## config.mk

```make
export PLATFORM = sky130hd
export DESIGN_NAME = p2_mem_write
export DESIGN_NICKNAME = d
export VERILOG_FILES = /design/src/rtl/p2_mem_write.sv
export SDC_FILE = /design/constraint.sdc
export NUM_CORES = 1
export LEC_CHECK = 0
export BUFFER_PORTS_ARGS = -buffer_cell sky130_fd_sc_hd__buf_2
export CAP_MARGIN = 10
export CORE_UTILIZATION = 40
export DETAILED_ROUTE_END_ITERATION = 16
export SYNTH_ARGS = -nofsm -noshare
export SYNTH_HDL_FRONTEND = slang
export SYNTH_SLANG_ARGS = --single-unit
```

## constraint.sdc

```tcl
create_clock -name clk -period 9.7 [get_ports clk]
set_input_delay 1.455 -clock clk [delete_from_list [all_inputs] [get_ports clk]]
set_output_delay 1.455 -clock clk [all_outputs]
set_load 0.01 [all_outputs]
```

## src/rtl/p2_mem_write.sv

```systemverilog
// Streaming 2x2 max-pool writer for the P2 memory: raster pixels in, one write per pooled result out.
// Optional fused ReLU on the written value is selected with the P2_RELU_EN macro.
module p2_mem_write #(
  parameter int DATA_W   = 16,
  parameter int IN_DIM   = 8,
  parameter int CHANNELS = 12
) (
  input  logic              clk,
  input  logic              reset,
  input  logic              enable,
  input  logic              in_valid,
  input  logic [DATA_W-1:0] in_data,
  output logic              in_ready,
  output logic              wr_en,
  output logic [3:0]        wr_addr,
  output logic [3:0]        wr_chan,
  output logic [DATA_W-1:0] wr_data,
  output logic              done
);

  localparam int RESULTS = CHANNELS * (IN_DIM / 2) * (IN_DIM / 2);

  logic [2:0] col;
  logic [2:0] row;
  logic [3:0] chan;
  logic [7:0] res_cnt;

  logic signed [DATA_W-1:0] pair;
  logic signed [DATA_W-1:0] linebuf [4];
  logic signed [DATA_W-1:0] px;
  logic signed [DATA_W-1:0] lb_rd;
  logic signed [DATA_W-1:0] max_pp;
  logic signed [DATA_W-1:0] result;
  logic signed [DATA_W-1:0] wr_value;

  logic accept;
  logic is_store;
  logic is_write;

  // Handshake: a pixel transfers on a posedge where in_valid && in_ready; the
  // producer holds in_data stable while in_valid is high and in_ready is low.
  assign in_ready = enable && !done && !reset;
  assign accept   = in_valid && in_ready;
  assign is_store = accept && col[0] && !row[0];
  assign is_write = accept && col[0] && row[0];

  always_comb begin
    px       = $signed(in_data);
    lb_rd    = linebuf[col[2:1]];
    max_pp   = (pair > px) ? pair : px;
    result   = (lb_rd > max_pp) ? lb_rd : max_pp;
`ifdef P2_RELU_EN
    wr_value = result[DATA_W-1] ? '0 : result;
`else
    wr_value = result;
`endif
  end

  // Stream position, pair latch, and write port.
  always_ff @(posedge clk) begin
    if (reset) begin
      col     <= '0;
      row     <= '0;
      chan    <= '0;
      res_cnt <= '0;
      pair    <= '0;
      wr_en   <= 1'b0;
      wr_addr <= '0;
      wr_chan <= '0;
      wr_data <= '0;
      done    <= 1'b0;
    end else begin
      wr_en <= 1'b0;
      if (accept) begin
        col <= col + 3'd1;
        if (col == 3'd7) begin
          row <= row + 3'd1;
          if (row == 3'd7) begin
            chan <= (chan == 4'(CHANNELS - 1)) ? 4'd0 : chan + 4'd1;
          end
        end
        if (!col[0]) begin
          pair <= px;
        end
      end
      if (is_write) begin
        wr_en   <= 1'b1;
        wr_data <= wr_value;
        wr_addr <= {row[2:1], col[2:1]};
        wr_chan <= chan;
        res_cnt <= res_cnt + 8'd1;
        if (res_cnt == 8'(RESULTS - 1)) begin
          done <= 1'b1;
        end
      end
    end
  end

  // Line buffer holds the top-row pair maxima; contents are irrelevant after reset.
  always_ff @(posedge clk) begin
    if (is_store) begin
      linebuf[col[2:1]] <= max_pp;
    end
  end

endmodule

```

# Word level (Yosys, flattened, before mapping)
# Memory sizes are Yosys's and may differ from the RTL's. A register that Yosys moved wholly into a read port is not among the register bits.
# Cells that the tools add are included.
word_totals:
  regBits: 60
  latch_bits: 0
  mem_bits_rw: 64
  mem_bits_ro: 0
  input_bits: 20
  n_memories: 1
memory_table:
  columns: ["memory", "words", "width", "read_ports", "rd_ports_with_merged_regs", "write_ports", "line_no", "text"]
  rows:
  - ["linebuf", 4, 16, 1, 1, 1, "29", "logic signed [DATA_W-1:0] linebuf [4];"]
classes:
  addsub: 4
  n_mul: 0
  n_div: 0
  n_lt_le_gt_ge: 2
  eq_ne: 4
  shift: 0
  n_mux: 8
  bitwise: 1
  n_reduce_logical: 13
ops:
  columns: ["op", "count"]
  rows:
  - ["$gt 16x16->1", 2]
  - ["$mux 16", 2]
  - ["$add 8x1->8 const B", 1]
  - ["$eq 8x8->1 const B", 1]
  - ["$add 3x1->3 const B", 2]
  - ["$eq 3x3->1 const B", 2]
  - ["$logic_and 1x1->1", 6]
  - ["$reduce_and 2->1", 3]
  - ["$add 4x1->4 const B", 1]
  - ["$eq 4x4->1 const B", 1]
  - ["$mux 2", 2]
  - ["$mux 4", 1]
  - ["$logic_not 1->1", 3]
  - ["$mux 1", 3]
  - ["$reduce_and 3->1", 1]
  - ["$not 1->1", 1]

# Logic depth before layout (Yosys ltp)
logic_depth:
  ltp_word: 8
  depth_mapped: 20
  ltp_nobuf: 17

# Worst setup path after synthesis
# Ideal clock, no wire load.
synth_path:
  path_type: "input -> register"
  from: "input in_data[15]"
  to: "register wr_data[0]"
  arrival_time_ns: 5.423
  required_ns: 9.560
  path_slack_ns: 4.137
  path_stages: 19
  path_cell_list: "inv_1 -> ha_1 -> nand4_1 -> nor2_1 -> a221o_1 -> nor3_2 -> mux2_4 -> buf_12 -> buf_12 -> or2_1 -> and2_1 -> ha_1 -> nand4_1 -> nor3_1 -> a211o_1 -> or4_4 -> a31oi_4 -> buf_2 -> a311oi_1"
synth_between:
  elab_chain_len: 4
synth_lines:
  columns: ["element", "line_no", "text"]
  rows:
  - ["start: declaration", "12", "input logic [DATA_W-1:0] in_data,"]
  - ["$gt 16x16->1", "50", "max_pp = (pair > px) ? pair : px;"]
  - ["$mux 16 (*)", "50", null]
  - ["$gt 16x16->1", "51", "result = (lb_rd > max_pp) ? lb_rd : max_pp;"]
  - ["$mux 16 (*)", "51", null]
  - ["end signal: assignment", "88", "wr_data <= wr_value;"]
  - ["end: declaration", "17", "output logic [DATA_W-1:0] wr_data,"]
# Every way passes the cells marked *; elsewhere a longest branch is shown, timed or not.
# A chain may end at the register's enable or synchronous reset.

# Final worst setup path
layout_path:
  from: "input in_data[14]"
  to: "register wr_data[7]"
# Same word-level chain as after synthesis.

==> summary.md <==
| Metric | Value |
|---|---|
| Status | `finished, final reports clean` |
| Clk_lat worst skew | `0.42 ns` |
| DRC violations left | `0` |
| Final WL | `12850 um` |
| Crit path launch | `in_data[14]` |
| Reg power frac | `45.9%` |
| Htree depth | `4` |
| Critical path class | `primary input to register` |
| CTS Buf Count | `17` |
| Initial antenna violation count | `0` |
| Reg2reg end | `wr_data[7]` |
| GRT Resource Usage Total | `18.38%` |
| Yosys warns | `0` |
| Grt ovf | `0` |
| Final setup TNS | `0 ns` |
| Vias in the first global route | `3951` |
| DR iter-0 viols | `288` |
| Routability Congestion | `roughly 0.83` |
| IO Count | `47` |
| Clock Power Share | `47.9%` |
| PwrDens | `182.8 nW/um^2` |
| Fmax | `roughly 180 MHz` |
| Prevailing post-synth register cell | `edfxtp_1` |
| Largest fanout on the critical path | `18` |
| Dpl hpwl | `8411 um` |
| Die height | `between 100 and 150 um` |
| Syn-to-layout area delta | `15.52%` |
| Drt first pass iters | `7` |
| DR vias | `4026` |
| Avg Cell Area, Syn | `between 10 and 15 sq um` |
| #FFs+latches synth | `126` |
| Core area | `14100 sq um` |
| Asr flop ratio synth | `0%` |
| Fill cells | `1291` |
| Fin. max-slew vios | `0` |
| Total Die Area | `15140 sq um` |
| Avg Vias per Cell | `5.390` |
| Worst Path Required | `9.97 ns` |
| VDD IR max | `0.1175 mV` |
| Final setup viols | `0` |
| Sw frac | `21.93%` |
| RSZ-0062 raised after global routing | `false` |
| Flop2flop setup slack | `4.97 ns` |
| ANT nets after route | `0` |
| Pin count of the biggest net entering global routing | `61` |
| Cell count after synthesis | `509` |
| Slew at the pin closest to its max-slew limit | `1.055 ns` |
| First-pass GRT wire length | `20340 um` |
| Nets@finish | `612` |
| Reg2reg start | `pair[14]` |
| Cell internal pwr | `between 0.9 and 1 mW` |
| Post-CTS sizing | `0` |
| Hold-fix buffers at CTS | `0` |
| Distinct cells, synth | `51` |
| Sink Count | `between 100 and 150` |
| Setup WS pre-CTS | `3.670 ns` |
| Footprint of the multi-input gates | `2437 sq um` |
| Hold-critical path depth | `2` |
| Reported max-cap violation count | `0` |
| Crit. End Element | `register` |
| Maximum root-to-sink buffer count | `2` |
| Crit path launch type | `primary input` |
| Crit path to | `wr_data[7]` |
| Ant. Diodes | `0` |
| Leak pwr | `2.580 nW` |
| Slew HR | `29.57%` |
| Syn nets | `567` |
| Starting Density | `41.57%` |
| Final period util | `between 50 and 60%` |
| Placed inst area | `around 6200 sq um` |
| Final instance area | `a little under 7000 sq um` |
| Clock skew | `0.01097 ns` |
| Register area share after synthesis | `53.98%` |
| Drt wl/cell | `17.21 um` |
| CTS tree | `built` |
| Core Rows | `43` |
| Fin worst setup slack | `4.097 ns` |
| CTS clock-pin slew for the worst setup and hold paths | `around 0.05 ns` |
| Worst Reg-to-Reg Cells | `14` |
| Arr. time, crit path | `5.87 ns` |
| Synthesized area | `approximately 5900 sq um` |
| Worst hold path type | `register to register` |
| Sequential Area | `3163 sq um` |
| Post-synth EDFFs | `64` |
| Combinational group share of total power | `6.2%` |
| Layout cells sized above 1 | `19.58%` |
| Port Buf Inserts | `46` |
| Hold Vio Cnt, Final | `0` |
| # Post-CTS Setup Buffers | `0` |
| Min cycle time layout | `between 5 and 6 ns` |
| Psw | `0.2713 mW` |
| Die X | `roughly 120 um` |
| Clk root buf | `clkbuf_16` |
-- power by group through the flow --
| stage | Clock (mW) | Combinational (mW) | Sequential [mW] |
|---|---|---|---|
| finish | 0.593 | 0.0764 | 0.569 |
| global route | 0.623 | 0.0851 | 0.569 |
| CTS | 0.604 | 0.0762 | 0.568 |
| detailed placement | 0 | 0.0757 | 0.579 |
| global placement | 0 | 0.0737 | 0.579 |
| floorplan | 0 | 0.0565 | 0.579 |
-- critical path, cell delays in order --
cell and delay [ns]:
buf_2 0.11, inv_1 0.04, ha_1 0.32, a21oi_1 0.18, nand2_1 0.08, a221o_1 0.36
nor3_2 0.20, mux2_4 0.46, mux2i_1 0.41, ha_1 0.34, a21oi_1 0.17, o21ai_0 0.14
a211o_1 0.27, or4_4 0.54, a31oi_4 0.57, a2111oi_0 0.22
-- sequential cells by signal, summed over array words and instances (netlist names), named ones only --
signal and count:
chan 4, col 3, done 1, linebuf 64
pair 16, res_cnt 8, row 3, wr_addr 4
wr_chan 4, wr_data 16, wr_en 1
-- logic make-up after synthesis --
group           count (synthesis)  synth area share (%)
simple gates                  162                 12.56
buf+inv                        60                 4.612
fa+ha+maj                      38                 8.115
mux                            34                 9.438
xor+xnor                        7                 1.046
compound gates                 82                 10.25
flops                         126                 53.98
-- synth_stat cells (all sizes together), types with 8 or more instances --
cell type	instances	share of area [%]
mux4	15	5.8
mux2i	17	3.2
dfxtp	62	21
nor3	18	1.6
nand4	8	0.85
clkbuf	15	0.96
inv	35	2.2
ha	38	8.1
buf	10	1.4
nand3	9	0.85
a2111oi	14	3.4
a21oi	45	3.8
edfxtp	64	33
nor2	30	1.9
nand2	75	4.8
-- cells in the final DEF, fill, tap and decap left out, types with 4 or more instances in the layout --
| master | count |
|---|---|
| a21oi_1 | 45 |
| buf_2 | 46 |
| clkbuf_16 | 17 |
| ha_1 | 38 |
| xor2_1 | 4 |
| a2111oi_2 | 8 |
| nor2_1 | 28 |
| mux2i_1 | 12 |
| nand2b_1 | 6 |
| nand3_1 | 8 |
| nor3_1 | 17 |
| o21ai_0 | 5 |
| mux2i_2 | 5 |
| mux4_2 | 15 |
| nand4_1 | 8 |
| nand2_1 | 75 |
| buf_4 | 5 |
| clkbuf_1 | 6 |
| edfxtp_1 | 64 |
| clkinv_1 | 4 |
| a2111oi_1 | 4 |
| inv_1 | 35 |
| dfxtp_1 | 62 |
-- routing by layer --
metal | up-vias | routed length, um | global-route usage (%)
li1 | 1939 | - | -
met4 | 0 | 218 | 7.455
met2 | 108 | 6018 | 28.72
met5 | - | 0 | 0
met3 | 17 | 744 | 5.397
met1 | 1962 | 5871 | 23.90
-- how the worst min path moves through the flow --
stage,startpoint,endpoint
finish,wr_chan[3],wr_chan[3]
detailed placement,wr_chan[3],wr_chan[3]
global route,wr_addr[3],wr_addr[3]
CTS,wr_chan[3],wr_chan[3]
global placement,wr_addr[3],wr_addr[3]
floorplan,pair[0],pair[0]
-- area by class of cell --
| cell class | instances | area share, % |
|---|---|---|
| well taps | 180 | 3.327 |
| clock buffers | 23 | 6.617 |
| inverters | 35 | 1.941 |
| multi-input cells | 323 | 36.01 |
| flip-flops and latches | 126 | 46.73 |
| repair buffers | 51 | 3.956 |
| clock inverters | 9 | 1.423 |
-- stage by stage --
step | util, % | std cells | power, mW | hold WS [ns]
6_report | 48.02 | 747 | 1.237 | 0.4503
5_1_grt | 48.02 | 747 | 1.277 | 0.4768
4_1_cts | 48.02 | 747 | 1.248 | 0.4536
3_5_place_dp | 44.16 | 715 | 0.6551 | 0.4465
3_3_place_gp | 44.16 | 715 | 0.6531 | 0.4422
2_1_floorplan | - | 509 | 0.6352 | 0.4363
No activity file was read; power rests on OpenSTA's default activity.
